--- config.mk ---
export PLATFORM = sky130hd
export DESIGN_NAME = wddl_addkey_sequencer
export DESIGN_NICKNAME = d
export VERILOG_FILES = /design/src/rtl/wddl_addkey_sequencer.sv
export SDC_FILE = /design/constraint.sdc
export NUM_CORES = 1
export LEC_CHECK = 0
export ABC_CLOCK_PERIOD_IN_PS = 2000
export BUFFER_PORTS_ARGS = -buffer_cell sky130_fd_sc_hd__buf_2
export CAP_MARGIN = 20
export CELL_PAD_IN_SITES_DETAIL_PLACEMENT = 1
export CELL_PAD_IN_SITES_GLOBAL_PLACEMENT = 1
export CORE_UTILIZATION = 37
export CTS_CLUSTER_DIAMETER = 80
export CTS_CLUSTER_SIZE = 24
export DETAILED_ROUTE_END_ITERATION = 6
export PLACE_DENSITY = 0.85
export SYNTH_ARGS = -nofsm -noshare
export SYNTH_HDL_FRONTEND = slang
export SYNTH_SLANG_ARGS = --single-unit
--- constraint.sdc ---
create_clock -name clk -period 2 [get_ports clk]
set_input_delay 0.2 -clock clk [delete_from_list [all_inputs] [get_ports clk]]
set_output_delay 0.2 -clock clk [all_outputs]
set_load 0.01 [all_outputs]
--- src/rtl/wddl_addkey_sequencer.sv ---
// WDDL AddRoundKey word sequencer. It precharges the rails, drives the operands
// dual-rail into the XOR word stage, captures the result and returns it single-rail.
//
// state | meaning
// IDLE  | waiting for an operand pair; in_ready high, rails precharged
// PRE   | precharge phase, all rails 0 for PRE_CYCLES cycles
// EVAL  | rails complementary from the registered operands for EVAL_CYCLES cycles
// DONE  | result held on out_*, rails precharged, waiting for out_ready
module wddl_addkey_sequencer #(
   parameter int WORD        = 32,
   parameter int PRE_CYCLES  = 1,
   parameter int EVAL_CYCLES = 2
) (
   input  logic            clk,
   input  logic            rst_n,
   input  logic            in_valid,
   output logic            in_ready,
   input  logic [WORD-1:0] state_in,
   input  logic [WORD-1:0] key_in,
   output logic [WORD-1:0] In1_T,
   output logic [WORD-1:0] In1_F,
   output logic [WORD-1:0] In2_T,
   output logic [WORD-1:0] In2_F,
   input  logic [WORD-1:0] Res_T,
   input  logic [WORD-1:0] Res_F,
   output logic            out_valid,
   input  logic            out_ready,
   output logic [WORD-1:0] out_data,
   output logic            rail_err,
   output logic [WORD-1:0] err_mask
);

   localparam int MAX_CYCLES = (PRE_CYCLES > EVAL_CYCLES) ? PRE_CYCLES : EVAL_CYCLES;
   localparam int CW         = $clog2(MAX_CYCLES) + 1;
   localparam logic [CW-1:0] PRE_LAST  = CW'(PRE_CYCLES - 1);
   localparam logic [CW-1:0] EVAL_LAST = CW'(EVAL_CYCLES - 1);

   typedef enum logic [1:0] {
      IDLE = 2'd0,
      PRE  = 2'd1,
      EVAL = 2'd2,
      DONE = 2'd3
   } state_t;

   state_t          state;
   state_t          state_nxt;
   logic [CW-1:0]   cnt;
   logic [CW-1:0]   cnt_nxt;
   logic            accept;
   logic            capture;
   logic            rails_on_nxt;
   logic [WORD-1:0] op_state;
   logic [WORD-1:0] op_key;
   logic [WORD-1:0] err_mask_nxt;

   always_ff @(posedge clk) begin
      if (!rst_n) begin
         state <= IDLE;
         cnt   <= '0;
      end else begin
         state <= state_nxt;
         cnt   <= cnt_nxt;
      end
   end

   always_comb begin
      state_nxt = state;
      cnt_nxt   = cnt;
      accept    = 1'b0;
      capture   = 1'b0;
      in_ready  = 1'b0;
      out_valid = 1'b0;
      case (state)
         IDLE: begin
            in_ready = 1'b1;
            if (in_valid) begin
               accept    = 1'b1;
               state_nxt = PRE;
               cnt_nxt   = '0;
            end
         end
         PRE: begin
            if (cnt == PRE_LAST) begin
               state_nxt = EVAL;
               cnt_nxt   = '0;
            end else begin
               cnt_nxt = cnt + CW'(1);
            end
         end
         EVAL: begin
            if (cnt == EVAL_LAST) begin
               capture   = 1'b1;
               state_nxt = DONE;
               cnt_nxt   = '0;
            end else begin
               cnt_nxt = cnt + CW'(1);
            end
         end
         DONE: begin
            out_valid = 1'b1;
            if (out_ready) begin
               state_nxt = IDLE;
            end
         end
         default: begin
            state_nxt = IDLE;
            cnt_nxt   = '0;
         end
      endcase
   end

   // Rails are registered straight from the next state, so every pair moves
   // between (0,0) and a complementary codeword in a single edge.
   assign rails_on_nxt = (state_nxt == EVAL);
   assign err_mask_nxt = ~(Res_T ^ Res_F);

   always_ff @(posedge clk) begin
      if (!rst_n) begin
         op_state <= '0;
         op_key   <= '0;
         In1_T    <= '0;
         In1_F    <= '0;
         In2_T    <= '0;
         In2_F    <= '0;
         out_data <= '0;
         err_mask <= '0;
         rail_err <= 1'b0;
      end else begin
         if (accept) begin
            op_state <= state_in;
            op_key   <= key_in;
         end
         if (capture) begin
            out_data <= Res_T;
            err_mask <= err_mask_nxt;
            rail_err <= |err_mask_nxt;
         end
         In1_T <= rails_on_nxt ? op_state  : '0;
         In1_F <= rails_on_nxt ? ~op_state : '0;
         In2_T <= rails_on_nxt ? op_key    : '0;
         In2_F <= rails_on_nxt ? ~op_key   : '0;
      end
   end

endmodule

==> load_flow_metrics.sql <==
INSERT INTO impl_metrics (metric_group, metric, value, unit) VALUES
('outcome', 'outcome', 'finished, violations left', ''),
('outcome', 'failed_checks', 'setup timing', ''),
('critical_path', 'path_cells', 'ha_2 -> nor2b_1 -> o31a_1 -> o32a_4 -> clkbuf_16 -> nor3_1', ''),
('yosys', 'number_of_enable_flip_flop_cells_after_synthesis', '0', ''),
('finish', 'final_nets', '1485', ''),
('critical_path', 'slowest_stage', 'o32a_4', ''),
('place', 'io_buffer_count', '326', ''),
('critical_path', 'cp.arrival', '2.48', 'ns'),
('routing', 'drt-vias-per-instance', '5.04', ''),
('routing', 'ant_nets', '0', ''),
('power_and_ir_drop', 'power.total', '17100', 'uW'),
('timing', 'finalSetupViolCount', '15', ''),
('job', 'cap_violations', '0', ''),
('timing', 'post-route-worst-setup-slack', '-0.0796', 'ns'),
('die', 'fp.dieH', '160', 'um'),
('routing', 'routed-via-count', '8432', ''),
('die', 'floorplan.initialDensity', '37.8', '%'),
('place', 'dpl_cell_area', '0.0113', 'mm^2'),
('timing', 'slew_violations', '0', ''),
('yosys', 'synth-async-reset-ratio', '0', '%'),
('cts', 'clock_latency', '0.51', 'ns'),
('critical_path', 'path_max_fanout', '13', ''),
('finish', 'fin_util', '54.8', '%'),
('critical_path', 'timing.critical_path.max_delay_family', 'compound AO/OA/AOI/OAI gates', ''),
('die', 'dieArea', '0.0256', 'mm^2'),
('finish', 'layout.cells.most_common_list', '325 x buf_2, 257 x dfxtp_1, 227 x nand2_1', ''),
('yosys', 'ys_ff_latch', '261', ''),
('critical_path', 'cp.required', '2.40', 'ns'),
('timing', 'layout_worst_path_cycle_share', '104', '%'),
('grt', 'wire_length_of_the_first_global_routing_pass', '47800', 'um'),
('critical_path', 'worst_setup_path_end_kind', 'register', ''),
('cts', 'h-tree-depth', '1', ''),
('critical_path', 'critical_path_buf_inv_count', '1', ''),
('timing', 'period_needed', '2.08', 'ns'),
('routing', 'routed_wire_length_per_instance', '21.3', 'um'),
('cts', 'cts_root_buf', 'clkbuf_16', ''),
('cts', 'cts_num_sinks', '261', ''),
('grt', 'initial_antenna_violation_count', '3', ''),
('yosys', 'sequential_element_share_of_the_synthesized_area', '56.6', '%'),
('place', 'dpl.hpwl', '18500', 'um'),
('cts', 'max-clock-path-buffers', '3', ''),
('grt', 'grt_util_met2', '44.6', '%'),
('timing', 'max_clock_freq', '481', 'MHz'),
('routing', 'violation_count_after_the_first_detailed_routing_iteration', '520', ''),
('grt', 'gr-max-usage-layer', 'met2', ''),
('finish', 'layout_commonest_cell', 'buf_2', ''),
('timing', 'unrepaired_setup_endpoints_after_global_routing', 'true', ''),
('die', 'floorplan.rows', '57', ''),
('power_and_ir_drop', 'p_per_area', '1280', 'mW/mm^2'),
('critical_path', 'startpoint_type', 'register', ''),
('finish', 'layout_stage_area_growth_over_the_synthesis_result', '44.7', '%'),
('finish', 'postLayoutCellArea', '0.0134', 'mm^2'),
('yosys', 'mapped_cells', '926', ''),
('yosys', 'synthDominantAreaCellType', 'dfxtp_1', ''),
('place', 'place_inst', '1532', ''),
('grt', 'grt_util_all_layers', '23.5', '%'),
('grt', 'grt_overflow', '0', ''),
('timing', 'setup_total_negative_slack', '-0.483', 'ns'),
('die', 'fp.coreArea', '0.0244', 'mm^2'),
('timing', 'worst_pin_slew', '0.462', 'ns'),
('die', 'die_width', '160', 'um'),
('routing', 'drt_pass1_iterations', '4', ''),
('cts', 'clock_input_transition_at_the_sequential_cells_of_the_worst_setup_and_hold_paths', '0.10', 'ns'),
('yosys', 'syn_nets', '1067', ''),
('finish', 'post_route_cells_drive_above_1_share', '36.8', '%'),
('cts', 'numCtsBuffers', '15', ''),
('cts', 'tritoncts', 'yes', ''),
('timing', 'hold_viol_final', '0', ''),
('power_and_ir_drop', 'cellLeakagePower', '0.00576', 'uW'),
('yosys', 'synth.lib_cells_used.distinct', '32', ''),
('timing', 'finalClockSkew', '0.0336', 'ns');
==> per-layer routing <==
| metal | vias up | share of wire (%) |
|---|---|---|
| li1 | 3882 | - |
| met1 | 4111 | 37 |
| met2 | 350 | 52 |
| met3 | 89 | 6.1 |
| met4 | 0 | 4.3 |
| met5 | - | 0 |
==> final timing paths <==
kind	startpoint	endpoint	slack (ns)	cells after the start
min	Res_T[2]	out_data[2]$_SDFFE_PN0P_	0.02	3
max	state[0]$_SDFF_PN0_	In2_F[15]$_SDFF_PN0_	-0.08	6
max reg2reg	state[0]$_SDFF_PN0_	In2_F[15]$_SDFF_PN0_	-0.08	6
min reg2reg	op_key[5]$_SDFFE_PN0P_	In2_F[5]$_SDFF_PN0_	0.44	1
==> cells by family after synthesis <==
kind of cell / Yosys count / share of synthesized area (%)
buffers and inverters: 74 / 3.99
adder cells (fa/ha/maj): 9 / 1.22
AND/OR/NAND/NOR: 409 / 24.5
AO/OA/AOI/OAI: 141 / 10.6
XOR/XNOR: 32 / 3.04
flip-flops: 261 / 56.6
==> final cells by class <==
cell class | count | area [um^2]
antenna | 3 | 7.51
sequential | 261 | 5240
clock inverter | 4 | 27.5
clock buffer | 15 | 375
multi-input combinational | 592 | 3860
fill | 2719 | 11000
tap | 324 | 405
timing repair buffer | 469 | 3420
inverter | 5 | 21.3
==> metrics by stage <==
step,setup WS [ns],hold WS [ns]
finish,-0.0796,0.0245
global route,-0.191,0.0157
floorplan,0.128,0.345
detailed placement,-0.155,0.432
CTS,-0.0300,0.000527
global placement,-0.0136,0.422
==> sequential cells by signal (all words and copies together) (netlist names) <==
register / count
In1_F: 32
In1_T: 32
In2_F: 32
In2_T: 32
err_mask: 32
op_key: 32
op_state: 32
out_data: 32
cnt: 2
state: 2
rail_err: 1
==> power by group <==
group / internal, uW / switching [uW]
Clock: 1380 / 1760
Sequential: 6040 / 501
Combinational: 3180 / 4220
==> synthesized netlist by cell type, types with 10 or more instances <==
cell,n
nor3_2,10
clkbuf_1,38
dfxtp_1,261
nor3_1,55
buf_2,15
and2_1,35
nor3b_1,19
xor2_1,32
o21ai_0,36
nand2_1,229
nor3b_2,46
a21boi_0,97
==> what timing repair did <==
item / CTS / global route
setup buffers: 1 / 6
pin swaps: 1 / 22
gates resized for setup: 9 / 50
setup endpoints to repair: 104 / 138
hold endpoints to repair: 93 / 0
hold buffers: 93 / 0
cloned: 1 / 18
==> worst register-to-register path, delay by kind of cell (launching register included) <==
| kind | cells | cell delay (ns) |
|---|---|---|
| flops | 1 | 0.38 |
| simple gates | 2 | 0.40 |
| buf+inv | 1 | 0.25 |
| fa+ha+maj | 1 | 0.20 |
| compound gates | 2 | 0.76 |
No activity file was read; power rests on OpenSTA's default activity.
